$ cat config.mk
export PLATFORM = sky130hd
export DESIGN_NAME = pitch_speed_sched
export DESIGN_NICKNAME = d
export VERILOG_FILES = /design/src/rtl/pitch_sched_pkg.sv /design/src/rtl/pitch_level_map.sv /design/src/rtl/pitch_speed_sched.sv
export SDC_FILE = /design/constraint.sdc
export NUM_CORES = 1
export LEC_CHECK = 0
export ABC_AREA = 1
export CAP_MARGIN = 20
export CORE_ASPECT_RATIO = 1.25
export CORE_MARGIN = 10
export CORE_UTILIZATION = 45
export DETAILED_ROUTE_END_ITERATION = 8
export REMOVE_ABC_BUFFERS = 1
export SYNTH_ARGS = -nofsm -noshare
export SYNTH_HDL_FRONTEND = slang
export SYNTH_SLANG_ARGS = --single-unit
$ cat constraint.sdc
create_clock -name clk -period 5.6 [get_ports clk]
set_input_delay 0.56 -clock clk [delete_from_list [all_inputs] [get_ports clk]]
set_output_delay 0.56 -clock clk [all_outputs]
set_load 0.02 [all_outputs]
$ cat src/rtl/pitch_sched_pkg.sv
// Shared types and helpers for the pitch-driven speed scheduler: FSM states,
// command struct, speed thresholds and the bin-to-level arithmetic.
package pitch_sched_pkg;

  typedef enum logic [1:0] {S_IDLE, S_ACCUM, S_ISSUE, S_STOP} state_t;

  typedef struct packed {
    logic [3:0] level;
    logic [1:0] speed;
  } cmd_t;

  localparam logic [3:0] SPD_T1 = 4'd4;
  localparam logic [3:0] SPD_T2 = 4'd10;

  // Speed 0 is reserved for stop commands, so averages always map to 1..3.
  function automatic logic [1:0] speed_of(input logic [3:0] avg);
    if (avg <= SPD_T1)      return 2'd1;
    else if (avg <= SPD_T2) return 2'd2;
    else                    return 2'd3;
  endfunction

  // prod16 is bin*16; below saturation the quotient is guaranteed < 16.
  function automatic logic [3:0] bin_to_level(input logic [31:0] prod16,
                                              input logic        sat,
                                              input logic [31:0] pmax);
    return sat ? 4'd15 : 4'(prod16 / pmax);
  endfunction

endpackage

$ cat src/rtl/pitch_level_map.sv
// Combinational pitch-bin to 0..15 level mapper, saturating at PITCH_MAX.
module pitch_level_map
  import pitch_sched_pkg::*;
#(
  parameter int unsigned PW        = 10,
  parameter int unsigned PITCH_MAX = 300
) (
  input  logic [PW-1:0] i_pitch,
  output logic [3:0]    o_level
);

  logic [PW+3:0] w_prod;
  logic          w_sat;

  assign w_prod  = {i_pitch, 4'b0000};
  assign w_sat   = 32'(i_pitch) >= PITCH_MAX;
  assign o_level = bin_to_level(32'(w_prod), w_sat, 32'(PITCH_MAX));

endmodule

$ cat src/rtl/pitch_speed_sched.sv
// Averages NAVG pitch levels into level/speed commands with a valid/ready
// handshake and a silence timeout. PITCH_SCHED_DEDUP_EN drops repeated commands.
module pitch_speed_sched
  import pitch_sched_pkg::*;
#(
  parameter int unsigned PW        = 10,
  parameter int unsigned PITCH_MAX = 300,
  parameter int unsigned NAVG      = 4,
  parameter int unsigned TIMEOUT   = 1000000
) (
  input  logic          clk,
  input  logic          reset_n,
  input  logic          enable,
  input  logic          pitch_valid,
  input  logic [PW-1:0] pitch_data,
  output logic          cmd_valid,
  input  logic          cmd_ready,
  output logic [3:0]    cmd_level,
  output logic [1:0]    cmd_speed,
  output logic          silent
);

  localparam int unsigned SH = $clog2(NAVG);
  localparam int unsigned CW = $clog2(NAVG + 1);
  localparam int unsigned TW = $clog2(TIMEOUT + 1);

  state_t        r_state, w_next;
  logic [7:0]    r_sum;
  logic [CW-1:0] r_cnt;
  logic [TW-1:0] r_to;
  cmd_t          r_cmd;
  logic          r_silent;

  logic [3:0] w_lvl;
  logic [7:0] w_sum_nxt;
  logic [3:0] w_avg;
  cmd_t       w_new;
  logic       w_last_smp, w_timeout, w_dup, w_accept, w_stay;

  pitch_level_map #(.PW(PW), .PITCH_MAX(PITCH_MAX)) u_map (
    .i_pitch (pitch_data),
    .o_level (w_lvl)
  );

  assign w_sum_nxt  = r_sum + {4'd0, w_lvl};
  assign w_avg      = 4'(w_sum_nxt >> SH);
  assign w_new      = '{level: w_avg, speed: speed_of(w_avg)};
  assign w_last_smp = pitch_valid && (r_cnt == CW'(NAVG - 1));
  assign w_timeout  = !pitch_valid && (r_to == TW'(TIMEOUT - 1));
  assign w_accept   = cmd_valid && cmd_ready;
  assign w_stay     = (r_state == S_ACCUM) && (w_next == S_ACCUM);

`ifdef PITCH_SCHED_DEDUP_EN
  cmd_t r_last;
  assign w_dup = (w_new == r_last);

  always_ff @(posedge clk or negedge reset_n) begin
    if (!reset_n)      r_last <= '0;
    else if (w_accept) r_last <= r_cmd;
  end
`else
  assign w_dup = 1'b0;
`endif

  always_comb begin
    w_next = r_state;
    case (r_state)
      S_IDLE:  if (enable) w_next = S_ACCUM;
      S_ACCUM: begin
        if (!enable)                      w_next = S_IDLE;
        else if (w_last_smp)              w_next = w_dup ? S_ACCUM : S_ISSUE;
        else if (w_timeout && !r_silent)  w_next = S_STOP;
      end
      S_ISSUE, S_STOP: if (cmd_ready) w_next = enable ? S_ACCUM : S_IDLE;
      default: w_next = S_IDLE;
    endcase
  end

  always_ff @(posedge clk or negedge reset_n) begin
    if (!reset_n) begin
      r_state  <= S_IDLE;
      r_sum    <= '0;
      r_cnt    <= '0;
      r_to     <= '0;
      r_cmd    <= '0;
      r_silent <= 1'b0;
    end else begin
      r_state <= w_next;
      // Accumulators only live inside ACCUM; a dropped duplicate restarts them.
      if (!w_stay || w_last_smp) begin
        r_sum <= '0;
        r_cnt <= '0;
        r_to  <= '0;
      end else if (pitch_valid) begin
        r_sum <= w_sum_nxt;
        r_cnt <= r_cnt + 1'b1;
        r_to  <= '0;
      end else if (w_timeout) begin
        r_to  <= '0;
      end else begin
        r_to  <= r_to + 1'b1;
      end
      if (r_state == S_ACCUM && w_next == S_ISSUE) r_cmd <= w_new;
      else if (r_state == S_ACCUM && w_next == S_STOP) r_cmd <= '0;
      if (w_accept) r_silent <= (r_state == S_STOP);
    end
  end

  assign cmd_valid = (r_state == S_ISSUE) || (r_state == S_STOP);
  assign cmd_level = r_cmd.level;
  assign cmd_speed = r_cmd.speed;
  assign silent    = r_silent;

endmodule

==> results of run 1 <==
-- registers in the layout, indices dropped and copies added, names as in the netlist --
name	cells
r_to	20
r_sum	6
r_cnt	3
cmd_speed	2
silent	1
r_state	2
cmd_level	4
-- logic make-up (layout without fill, tap and decap cells) --
| family | Yosys count | count (layout) | synth area share |
|---|---|---|---|
| buffers and inverters | 96 | 226 | 0.104 |
| adders and majority gates | 10 | 10 | 0.0370 |
| DFF | 38 | 38 | 0.265 |
| and+or+nand+nor | 333 | 334 | 0.462 |
| xor gates and xnor gates | 18 | 18 | 0.0440 |
| AOI/OAI and AO/OA | 52 | 52 | 0.0883 |
-- Yosys cell counts, types with 4 or more instances --
library cell,instances
nand2_2,23
inv_1,69
ha_1,9
nor3b_1,4
xnor2_1,4
nor2_2,4
nand2_4,4
nor3_1,17
nand3_1,53
inv_2,17
dfrtp_1,38
nand4_1,25
a21oi_1,17
clkbuf_1,4
nand3_4,4
nor2_1,40
o21ai_0,17
nand2_1,143
nor4_1,5
xor2_1,14
-- final cells by class --
| type | count | share of cell area |
|---|---|---|
| multi-input combinational | 414 | 0.496 |
| timing repair buffer | 130 | 0.202 |
| sequential | 38 | 0.187 |
| inverter | 88 | 0.0649 |
| tap | 95 | 0.0234 |
| clock buffer | 5 | 0.0135 |
| clock inverter | 3 | 0.0135 |
-- worst max-delay path by stage --
stage                              from                  endpoint  slack (ns)  cells past startpoint
after global routing      pitch_data[9]  cmd_speed[0]$_DFFE_PN0P_       -0.25                     45
after detailed placement  pitch_data[8]  cmd_speed[0]$_DFFE_PN0P_       -0.68                     44
after floorplan           pitch_data[8]  cmd_speed[0]$_DFFE_PN0P_       -0.11                     41
after CTS                 pitch_data[7]  cmd_speed[0]$_DFFE_PN0P_        0.03                     46
final                     pitch_data[8]  cmd_speed[1]$_DFFE_PN0P_        0.18                     43
after global placement    pitch_data[8]  cmd_speed[0]$_DFFE_PN0P_       -0.53                     45
-- stage by stage --
step                hold slack [ns]   util  setup WS [ns]  total power, W
finish                        0.353  0.653          0.180         0.00153
global route                  0.415  0.653         -0.249         0.00166
CTS                           0.385  0.622         0.0256         0.00146
detailed placement            0.469  0.591         -0.679         0.00114
global placement              0.454  0.591         -0.528         0.00112
floorplan                     0.264      -         -0.111        0.000797
-- repair_timing --
item,in CTS,in global routing
hold endpoints to repair,0,0
setup endpoints to repair,7,10
buffers inserted,5,5
resized for setup,29,70
gates cloned,0,2
pin swaps,19,46
-- layer usage --
layer / GRT usage / up-vias / routed length (µm)
met2: 0.296 / 38 / 5140
met4: 0.0610 / 0 / 182
met3: 0.0207 / 13 / 176
li1: - / 2054 / -
met5: 0 / - / 0
met1: 0.177 / 1836 / 3820
-- power by group through the flow --
stage,registers [W],logic (W),clock network [W]
after floorplan,0.000288,0.000509,0
after global placement,0.000287,0.000837,0
after detailed placement,0.000287,0.000850,0
after CTS,0.000282,0.000887,0.000290
after global routing,0.000282,0.00107,0.000300
final,0.000282,0.000965,0.000284
-- worst reg2reg max path: stages (launching register included) --
cell,delay [ns]
dfrtp_1,0.41
ha_1,0.23
nand3_1,0.14
nor4_1,0.08
nand4_1,0.14
nor3_1,0.06
o311ai_1,0.78
nand2_1,0.15
nor3_1,0.29
clkinv_1,0.31
nor2_1,0.27
nand2_1,0.32
a21oi_1,0.22
o21a_1,0.13
==> impl_metrics.env, run 1 <==
export IMPL_n_antenna_cell=0
export IMPL_clk_latency_ns=0.31
export IMPL_num_rows=36
export IMPL_fmax_mhz=184
export IMPL_antenna_found_initial=0
export IMPL_netSwitchingPower_w=0.000629
export IMPL_dieArea_um2=12000
export IMPL_cts_tree="done"
export IMPL_core_um2=7790
export IMPL_critical_path_max_fanout=8
export IMPL_rr_worst_depth=13
export IMPL_port_buffer_count=22
export IMPL_crit_arrival_ns=5.66
export IMPL_place_inst=753
export IMPL_seqPwrFrac=0.184
export IMPL_intPower_w=0.000902
export IMPL_path_buf_inv=8
export IMPL_max_cap_violations=0
export IMPL_synthCells=547
export IMPL_layout_drive_gt1_share=0.333
export IMPL_status="completed"
export IMPL_worst_clock_skew_ns=0.0130
export IMPL_grt_max_degree=39
export IMPL_worst_slew_pin_slew_ns=0.919
export IMPL_via_count=3941
export IMPL_final_area_um2=5090
export IMPL_cts_buffers_inserted=5
export IMPL_drt_iter0_drc=122
export IMPL_ys_seq_elements=38
export IMPL_power_leakage_nw=2.57
export IMPL_p_clk_frac=0.186
export IMPL_route_detailed_drc=0
export IMPL_dp_hpwl_um=7230
export IMPL_multi_input_area_um2=2520
export IMPL_grt_setup_unrepaired="true"
export IMPL_grt_pass1_wl_um=16500
export IMPL_p_comb_frac=0.630
export IMPL_final_cell_mix="130 x nand2_1, 101 x buf_4, 65 x inv_1"
export IMPL_cts_root_buf="clkbuf_8"
export IMPL_ctsHoldBuffers=0
export IMPL_area_growth_pct=41.9
export IMPL_io_pins=23
export IMPL_yosys_warnings=0
export IMPL_postSynthAreaPerCell_um2=6.55
export IMPL_slew_headroom=0.378
export IMPL_end_kind="flip-flop"
export IMPL_nFillCells=695
export IMPL_yosysTopAreaCellShare=0.265
export IMPL_synth_top_cells_by_area="dfrtp_1 27%, nand2_1 15%, nand3_1 7.4%"
export IMPL_rr_endpoint="r_to[18]$_DFF_PN0_"
export IMPL_cp_start_kind="input port"
export IMPL_period_needed_ns=5.42
export IMPL_place_gp_congestion=0.868
export IMPL_critical_path_slowest_cell="fa_2"
export IMPL_path_common_cell="nand2_2"
export IMPL_instances_no_fill=773
export IMPL_swShare=0.411
export IMPL_cp_slowest_stage_delay_ns=0.36
export IMPL_initial_utilization=0.460
export IMPL_die_w_um=99.8
export IMPL_setup_violations=0
export IMPL_required_ns=5.84
export IMPL_grtUsageTotal=0.159
export IMPL_avgRoutedWirePerCell_um=12.1
export IMPL_drtPass1Iterations=4
export IMPL_clk_pin_slew_ns=0.09
export IMPL_regArea_um2=951
export IMPL_async_flop_share=1.00
export IMPL_drt_total_wl_um=9320
export IMPL_htreeDepth=2
export IMPL_antenna_left=0
export IMPL_r2r_start="r_to[0]$_DFF_PN0_"
export IMPL_powerDensity_nw_per_um2=301
export IMPL_placed_area_um2=4610
export IMPL_layout_cells_most_common="nand2_1"
export IMPL_hold_violations=0
export IMPL_peakVddDrop_mv=0.182
export IMPL_clock_sinks=38
export IMPL_fin_setup_tns_ns=0
export IMPL_yosysTopAreaCell="dfrtp_1"
export IMPL_synth_edf_count=0
export IMPL_worstSetupPathType="in -> reg"
export IMPL_fin_nets=702
export IMPL_synth_distinct_cells=42
export IMPL_die_h_um=120
export IMPL_finalCritPeriodShare=0.968
export IMPL_grt_pass1_vias=3860
export IMPL_synth_seq_area_share=0.265
export IMPL_slew_violations=0
export IMPL_reg2reg_slack_ns=2.03
export IMPL_synthFlopType="dfrtp_1"
export IMPL_hold_class="in -> async"
export IMPL_vias_per_cell=5.10
export IMPL_path_delay_family="simple AND/OR/NAND/NOR gates"
export IMPL_grt_overflow=0
export IMPL_cts_buffer_depth=2
export IMPL_synth_area_um2=3580
No activity file was read; power rests on OpenSTA's default activity.
==> run 2, diff against run 1 <==
PLACE_DENSITY = 0.68   (was not set)
SLEW_MARGIN = 30   (was not set)
==> run 2 against run 1 <==
Effect of this change:
- power down 2.5%
- critical path type unchanged
- non-clock buffer count is 3 higher
- first-iteration DRC count increased by 14%
- critical endpoint is now cmd_speed[0]$_DFFE_PN0P_
- clock power shrank 31%
==> impl_metrics.env, run 2 (synthesis gave the netlist of run 1 again) <==
export IMPL_layout_drive_gt1_share=0.354
export IMPL_antenna_left=0
export IMPL_critical_path_slowest_cell="xnor2_1"
export IMPL_period_needed_ns=5.38
export IMPL_worstSetupPathType="in -> reg"
export IMPL_nFillCells=653
export IMPL_io_pins=23
export IMPL_final_cell_mix="121 x nand2_1, 106 x buf_4, 64 x inv_1"
export IMPL_initial_utilization=0.460
export IMPL_cts_buffers_inserted=5
export IMPL_power_leakage_nw=2.56
export IMPL_cp_start_kind="input port"
export IMPL_instances_no_fill=776
export IMPL_place_inst=752
export IMPL_clk_pin_slew_ns=0.08
export IMPL_dieArea_um2=12000
export IMPL_area_growth_pct=42.3
export IMPL_setup_violations=0
export IMPL_path_delay_family="simple AND/OR/NAND/NOR gates"
export IMPL_antenna_found_initial=0
export IMPL_status="completed"
export IMPL_worst_slew_pin_slew_ns=0.843
export IMPL_path_buf_inv=8
export IMPL_dp_hpwl_um=7090
export IMPL_slew_headroom=0.438
export IMPL_slew_violations=0
export IMPL_worst_clock_skew_ns=0.00968
export IMPL_max_cap_violations=0
export IMPL_end_kind="flip-flop"
export IMPL_cts_root_buf="clkbuf_8"
export IMPL_die_h_um=120
export IMPL_powerDensity_nw_per_um2=293
export IMPL_grt_overflow=0
export IMPL_fmax_mhz=186
export IMPL_via_count=3972
export IMPL_peakVddDrop_mv=0.175
export IMPL_clock_sinks=38
export IMPL_finalCritPeriodShare=0.961
export IMPL_crit_arrival_ns=5.57
export IMPL_die_w_um=99.8
export IMPL_required_ns=5.79
export IMPL_critical_path_max_fanout=8
export IMPL_n_antenna_cell=0
export IMPL_vias_per_cell=5.12
export IMPL_cp_slowest_stage_delay_ns=0.27
export IMPL_regMostFlops="r_to"
export IMPL_cts_tree="done"
export IMPL_drt_total_wl_um=9520
export IMPL_grt_pass1_wl_um=16000
export IMPL_drtPass1Iterations=4
export IMPL_hold_class="in -> async"
export IMPL_layout_cells_most_common="nand2_1"
export IMPL_route_detailed_drc=0
export IMPL_port_buffer_count=22
export IMPL_cts_buffer_depth=2
export IMPL_hold_violations=0
export IMPL_fin_setup_tns_ns=0
export IMPL_core_um2=7790
export IMPL_place_gp_congestion=0.916
export IMPL_clk_latency_ns=0.29
export IMPL_whs_ns=0.367
export IMPL_grtUsageTotal=0.152
export IMPL_num_rows=36
export IMPL_grt_setup_unrepaired="true"
export IMPL_grt_pass1_vias=3906
export IMPL_grt_max_degree=39
export IMPL_drt_iter0_drc=139
export IMPL_htreeDepth=2
export IMPL_avgRoutedWirePerCell_um=12.3
export IMPL_fin_nets=705
export IMPL_largest_register_ffs=20
-- run 2: cell types whose count changed in the layout (fill, tap and decap cells not counted), sizes merged --
cell / delta
dlymetal6s2s: +1
bufinv: -2
clkinvlp: +1
clkdlybuf4s15: -1
buf: +3
clkbuf: +1
-- run 2: report_power, final --
group	switching, W	internal [W]
logic	0.000546	0.000468
clock network	0.0000982	0.0000990
registers	0.00000336	0.000279
total	0.000648	0.000846
-- run 2: per-layer routing --
layer / vias up / global-route usage / share of wire
met5: - / 0 / 0
met4: 0 / 0.0386 / 0.015
met3: 16 / 0.0178 / 0.020
met2: 42 / 0.303 / 0.55
met1: 1856 / 0.161 / 0.41
li1: 2058 / - / -
-- run 2: area by class of cell --
class / instances / area (µm²) / area share
clock buffers: 6 / 82.6 / 0.0162
repair buffers: 133 / 1050 / 0.206
well taps: 95 / 119 / 0.0233
flip-flops and latches: 38 / 951 / 0.186
clock inverters: 2 / 12.5 / 0.00245
multi-input cells: 414 / 2550 / 0.500
inverters: 88 / 333 / 0.0652
-- run 2: final timing paths --
path / to / slack [ns] / depth (start not counted) / from
max: cmd_speed[0]$_DFFE_PN0P_ / 0.22 / 47 / pitch_data[7]
min: r_state[0]$_DFF_PN0_ / 0.37 / 1 / reset_n
max in group asynchronous: r_to[0]$_DFF_PN0_ / 4.70 / 1 / reset_n
min reg2reg: r_to[0]$_DFF_PN0_ / 0.48 / 1 / r_to[0]$_DFF_PN0_
max reg2reg: r_to[16]$_DFF_PN0_ / 2.30 / 14 / r_to[0]$_DFF_PN0_
min in group clk: r_to[0]$_DFF_PN0_ / 0.48 / 1 / r_to[0]$_DFF_PN0_
-- run 2: what timing repair did --
item,CTS,global route
hold buffers,0,0
setup endpoints to repair,8,10
pin swaps,29,37
cloned,1,0
buffers inserted,10,6
gates resized for setup,35,72
-- run 2: stage by stage --
| stage | total power, W | worst slack (ns) | cell area (µm²) | util |
|---|---|---|---|---|
| after floorplan | 0.000797 | -0.111 | 3540 | - |
| after detailed placement | 0.00113 | -0.746 | 4600 | 0.590 |
| final | 0.00149 | 0.219 | 5100 | 0.655 |
| after global routing | 0.00161 | -0.204 | 5100 | 0.655 |
| after global placement | 0.00112 | -0.557 | 4600 | 0.590 |
| after CTS | 0.00139 | 0.0102 | 4860 | 0.623 |
